==> src/rtl/pipelined_barrel_shifter.sv <==
// pipelined_barrel_shifter
//   Barrel shifter/rotator split into SW = clog2(WIDTH) registered stages.
//   Stage k applies a 2^k step when bit k of the requested amount is set.
//   Each stage forwards the request's mode bits and the operand's original
//   sign bit, so arithmetic fill always uses din[WIDTH-1] as it was when
//   the request was accepted. Valid/ready handshake on both sides.
//
// Ports
//   clk, rst_n      clock, asynchronous active-low reset
//   in_valid        request present on din/shift_value/select/direction/arith
//   in_ready        request accepted this cycle (pipeline advancing, not in reset)
//   select          0 = shift, 1 = rotate
//   direction       0 = right, 1 = left
//   arith           sign-fill on right shift (ignored for rotate / left)
//   shift_value     amount, 0..WIDTH-1
//   din             operand
//   out_valid       dout/zero hold a completed result
//   out_ready       downstream accepts the result
//   dout            result
//   zero            dout == 0 while out_valid
module pipelined_barrel_shifter #(
  parameter  int unsigned WIDTH = 8,
  localparam int unsigned SW    = $clog2(WIDTH)
) (
  input  logic             clk,
  input  logic             rst_n,
  input  logic             in_valid,
  output logic             in_ready,
  input  logic             select,
  input  logic             direction,
  input  logic             arith,
  input  logic [SW-1:0]    shift_value,
  input  logic [WIDTH-1:0] din,
  output logic             out_valid,
  input  logic             out_ready,
  output logic [WIDTH-1:0] dout,
  output logic             zero
);

  // Per-request control carried alongside the data.
  typedef struct packed {
    logic [SW-1:0] amt;   // full shift amount; stage k consumes bit k
    logic          rot;   // rotate instead of shift
    logic          left;  // left instead of right
    logic          ari;   // arithmetic right shift requested
    logic          sign;  // din[WIDTH-1] captured at acceptance
  } side_t;

  // One fixed-distance step. Rotate wraps; left shifts zero-fill;
  // right shifts fill with 'fill' replicated into the vacated MSBs.
  function automatic logic [WIDTH-1:0] shift_step(
    input logic [WIDTH-1:0] data,
    input int unsigned      amt,
    input logic             rot,
    input logic             left,
    input logic             fill
  );
    logic [WIDTH-1:0] ones;
    logic [WIDTH-1:0] res;
    ones = '1;
    if (rot) begin
      res = left ? ((data << amt) | (data >> (WIDTH - amt)))
                 : ((data >> amt) | (data << (WIDTH - amt)));
    end else if (left) begin
      res = data << amt;
    end else if (fill) begin
      res = (data >> amt) | ~(ones >> amt);
    end else begin
      res = data >> amt;
    end
    return res;
  endfunction

  logic             advance;
  logic             src_valid [SW];
  logic [WIDTH-1:0] src_data  [SW];
  side_t            src_side  [SW];
  logic             stg_valid [SW];
  logic [WIDTH-1:0] stg_data  [SW];
  side_t            stg_side  [SW-1];

  assign out_valid = stg_valid[SW-1];
  assign dout      = stg_data[SW-1];
  assign zero      = out_valid & (dout == '0);

  // Whole pipeline moves together; it only stops when a finished result
  // is waiting and downstream is not taking it.
  assign advance   = !out_valid | out_ready;
  // Reset holds out_valid low, which would otherwise make advance 1;
  // gate with rst_n so nothing is offered as accepted during reset.
  assign in_ready  = rst_n & advance;

  assign src_valid[0] = in_valid;
  assign src_data[0]  = din;
  assign src_side[0]  = '{amt:  shift_value,
                          rot:  select,
                          left: direction,
                          ari:  arith,
                          sign: din[WIDTH-1]};

  for (genvar k = 1; k < SW; k++) begin : g_link
    assign src_valid[k] = stg_valid[k-1];
    assign src_data[k]  = stg_data[k-1];
    assign src_side[k]  = stg_side[k-1];
  end

  for (genvar k = 0; k < SW; k++) begin : g_stage
    localparam int unsigned STEP = 1 << k;

    logic [WIDTH-1:0] nxt_data;

    assign nxt_data = src_side[k].amt[k]
                    ? shift_step(src_data[k], STEP, src_side[k].rot, src_side[k].left,
                                 src_side[k].ari & src_side[k].sign)
                    : src_data[k];

    // Data only loads with a valid request, so the output register keeps
    // the last valid result while bubbles pass through.
    always_ff @(posedge clk or negedge rst_n) begin
      if (!rst_n) begin
        stg_valid[k] <= 1'b0;
        stg_data[k]  <= '0;
      end else if (advance) begin
        stg_valid[k] <= src_valid[k];
        if (src_valid[k]) begin
          stg_data[k] <= nxt_data;
        end
      end
    end

    // The final stage needs no control, only its data.
    if (k < SW - 1) begin : g_side
      always_ff @(posedge clk or negedge rst_n) begin
        if (!rst_n) begin
          stg_side[k] <= '0;
        end else if (advance && src_valid[k]) begin
          stg_side[k] <= src_side[k];
        end
      end
    end
  end

endmodule

==> config.mk <==
export PLATFORM = sky130hd
export DESIGN_NAME = pipelined_barrel_shifter
export DESIGN_NICKNAME = d
export VERILOG_FILES = /design/src/rtl/pipelined_barrel_shifter.sv
export SDC_FILE = /design/constraint.sdc
export NUM_CORES = 1
export LEC_CHECK = 0
export CAP_MARGIN = 10
export CORE_ASPECT_RATIO = 0.7
export CORE_MARGIN = 1.5
export CORE_UTILIZATION = 51
export CTS_BUF_LIST = sky130_fd_sc_hd__clkbuf_4 sky130_fd_sc_hd__clkbuf_8
export DETAILED_ROUTE_END_ITERATION = 8
export HOLD_SLACK_MARGIN = 0.06
export PLACE_DENSITY = 0.83
export SLEW_MARGIN = 20
export SYNTH_ARGS = -nofsm -noshare
export SYNTH_HDL_FRONTEND = slang
export SYNTH_SLANG_ARGS = --single-unit
==> constraint.sdc <==
create_clock -name clk -period 1.2 [get_ports clk]
set_input_delay 0.24 -clock clk [delete_from_list [all_inputs] [get_ports clk]]
set_output_delay 0.24 -clock clk [all_outputs]
set_load 0.1 [all_outputs]
* Yosys cells after proc, flatten, opt, wreduce, memory -nomap -nowiden *
Cells that the tools add are included.

word-level totals
  bits in registers = 41
  latch bits = 0
  bits in writable memories = 0
  ROM bits = 0
  input port bits = 18
  output and inout port bits = 11
  logic and storage cells = 48
  memories kept = 0

operators by class
  $add $sub $neg = 0
  multiply operators = 0
  div/mod/pow operators = 0
  $lt $le $gt $ge = 0
  eq/ne operators = 0
  shift operators = 0
  mux-type cells = 14
  bitwise gates (word level) = 11
  reduce and logical (&&, ||, !) cells = 7

operators by type and width
  operator             count
  $mux W8              14
  $logic_not A8 Y1     1
  $or A4 B8 Y8         1
  $or A6 B8 Y8         1
  $or A7 B8 Y8         1
  $or A8 B1 Y8         1
  $or A8 B2 Y8         1
  $reduce_and A2 Y1    3
  $and A1 B1 Y1        5
  $logic_and A1 B1 Y1  2
  $logic_not A1 Y1     1
  $or A1 B1 Y1         1

* Longest topological paths before layout *
  word-level depth = 5
  depth in mapped cells = 5
  mapped depth without buffers = 3

* Worst setup path after synthesis *
OpenSTA, ideal clock, no wires.

  path kind = register -> output
  start point = register stg_data (netlist bit dout[3])
  end point = output port zero
  arrival time = 3.096 ns
  required time = 0.960 ns
  setup slack = -2.136 ns
  cell stages (with the launch flop) = 3
  buffers on the path = 0
  cells stage by stage = dfrtp_1 > or4_1 > nor4_2

on the way
  word-level cells in the longest chain between the ends = 2

RTL lines
  element                          RTL line  source
  start, declared                  79        logic [WIDTH-1:0] stg_data [SW];
  start signal, assigned by index  126       stg_data[k] <= nxt_data;
  $logic_not A8 Y1                 84        assign zero = out_valid & (dout == '0);
  $and A1 B1 Y1                    84
  end, declared                    37        output logic zero

Every way passes these cells.

* Final worst setup path *
  start point = register stg_data (netlist bit dout[4])
  end point = output port zero

Same word-level chain as after synthesis.

==> impl_metrics.tcl <==
set metrics [dict create \
    status "finished, violations left" \
    violations "setup timing" \
    yosysTopAreaCell "dfrtp_1" \
    critical_path_class "reg -> out" \
    start_kind "flip-flop" \
    finalMaxSlewViolations 0 \
    yosysTopAreaCellShare 0.460 \
    fin_ws_ps -802 \
    syn-num-nets 198 \
    relSlewSlack 0.676 \
    synth.area.top_cells "dfrtp_1, mux2_4, mux2_2" \
    vias 1680 \
    die_width_um 79.1 \
    cp.arrival_ps 1760 \
    clockRootBuffer "clkbuf_8" \
    period_share 1.67 \
    die_height_um 56.3 \
    synthArstFlopShare 1.00 \
    clock_sinks 38 \
    yosys_warnings 0 \
    cts_buffers 5 \
    max_freq_mhz 499 \
    drc 0 \
    htree_levels 2 \
    antenna_cells 0 \
    place_hpwl_um 3410 \
    skew_ps 14.1 \
    worstRegToRegCells 4 \
    synth_common_cells "dfrtp_1, nor2_1, a21oi_1, mux2_4, mux2_2" \
    grt_max_degree 39 \
    crit_path_max_incr_delay_ps 550 \
    clk-insertion-delay-late_ps 300 \
    ir_drop_mv 1.90 \
    io_buffers 28 \
    reg2reg_slack_ps -180 \
    avgSynthCellArea_um2 11.5 \
    cts_tree "done" \
    rsz0062_at_grt "yes" \
    min_from "direction" \
    gp_congestion 0.806 \
    timing.rr.start "out_valid" \
    ys.flop_type "dfrtp_1" \
    fill_cells 224 \
    ys_seq_area_frac 0.460 \
    crit_path_max_fanout 2 \
    setup_viol 46 \
    grt_pass1_wl_um 9170 \
    synth-edff-count 0 \
    path_cells "or4_4, nor4_4, buf_12" \
    final-instance-count-excl-fill 288 \
    hold_viol 0 \
    max-clock-path-buffers 2 \
    num_io_pins 29 \
    fin_nets 253 \
    dieArea_um2 4450 \
    antenna_left 0 \
    hold_path_end "src_side[9]" \
    coreArea_um2 3900 \
    min_period_ps 2000 \
    powerDensity_nw_per_um2 2760 \
    wl_per_cell_um 19.6 \
    cp-end-kind "primary output" \
    fin_util 0.771 \
    crit_slowest_cell "or4_4" \
    first_iter_violations 265 \
    netlist_area_um2 2070 \
    drv_cap 0 \
    p_leak_nw 1.32 \
    start_util 0.530 \
    whs_path_depth 3 \
    cts.clk_slew.worst_paths_ps 80 \
    area_growth_pct 45.3 \
    drt_first_pass_iters 4 \
    grt_antenna_before_repair 0 \
    synth_most_common_cell "dfrtp_1" \
    wirelength_um 5640 \
    first_global_vias 1720 \
    netlist_instances 180 \
    max_slew.worst_pin.slew_ps 486 \
    grt_use_total 0.281 \
    timing.rr.end "dout[5]" \
    drive_gt1_frac 0.441 \
    critPathRequiredTime_ps 960 \
    hold_class "in -> reg" \
    synth-seq-cells 38 \
    place_inst 270 \
    fp-row-count 19 \
    ys_types 26 \
    grt.overflow.total 0 \
    viasPerCell 5.83 \
]
-- per-layer routing --
layer / global-route usage / up-vias / share of wire
li1: - / 766 / -
met1: 0.396 / 810 / 0.44
met3: 0.0650 / 21 / 0.077
met4: 0.0827 / 0 / 0.019
met5: 0 / - / 0
met2: 0.437 / 83 / 0.47
-- state kept, by name (all words and copies together) (netlist names) --
name / count
out_valid: 1
src_valid: 2
src_data: 16
src_side: 11
dout: 8
-- what timing repair did --
action | 4_1_cts | 5_1_grt
pin swaps | 1 | 1
gates resized for setup | 19 | 12
setup buffers | 7 | 5
setup endpoints to repair | 42 | 46
cloned | 2 | 0
hold endpoints to repair | 31 | 0
hold buffers | 1 | 0
-- final cells by class --
type                            instances  area (um^2)  area share
Multi-Input combinational cell        131         1180       0.393
Timing Repair Buffer                   57          688       0.229
Tap cell                               52         65.1      0.0217
Clock buffer                            6         82.6      0.0275
Sequential cell                        38          968       0.322
Clock inverter                          2         12.5     0.00416
Inverter                                2         7.51     0.00250
-- kinds of logic after synthesis --
family | synth area share
buffers and inverters | 0.0466
AOI/OAI and AO/OA | 0.104
muxes | 0.250
DFF | 0.460
and+or+nand+nor | 0.139
-- worst max-delay path by stage --
stage             from    to  slack, ps  depth (start not counted)
5_1_grt        dout[4]  zero       -830                          3
2_1_floorplan  dout[4]  zero      -1220                          2
3_3_place_gp   dout[4]  zero       -440                          3
6_report       dout[4]  zero       -800                          3
4_1_cts        dout[4]  zero       -790                          3
3_5_place_dp   dout[4]  zero       -450                          3
-- report_power, final --
group	leakage [nW]	switching, mW	internal (mW)	total [mW]
clock network	0.0472	0.467	0.462	0.928
logic	0.843	2.42	2.32	4.75
registers	0.429	0.750	1.85	2.60
total	1.32	3.64	4.64	8.28
-- worst max-delay path: cells and delay by family, from the launching register on --
family,cells,cell delay [ps]
AND/OR/NAND/NOR,2,760
buffers and inverters,1,210
flip-flops,1,480
-- cell usage in the layout (no fill, tap or decap), types with 9 or more instances in the layout --
| cell | instances |
|---|---|
| a31oi_1 | 11 |
| mux2_4 | 27 |
| a21oi_1 | 12 |
| nor2_1 | 21 |
| clkdlybuf4s50_1 | 15 |
| dfrtp_1 | 30 |
| buf_12 | 15 |
| buf_6 | 9 |
| buf_4 | 15 |
| mux2i_1 | 10 |
-- metrics by stage --
stage	setup WS, ps	instance area (um^2)	hold slack [ps]	setup TNS [ps]	total power, mW
2_1_floorplan	-1220	2150	-55.6	-9600	5.16
3_3_place_gp	-435	2680	368	-11200	6.48
3_5_place_dp	-451	2680	375	-11860	6.64
4_1_cts	-788	2950	500	-5410	7.95
5_1_grt	-827	3000	522	-7400	8.65
6_report	-802	3000	506	-5800	8.28
Power figures use the tool's default switching activity.
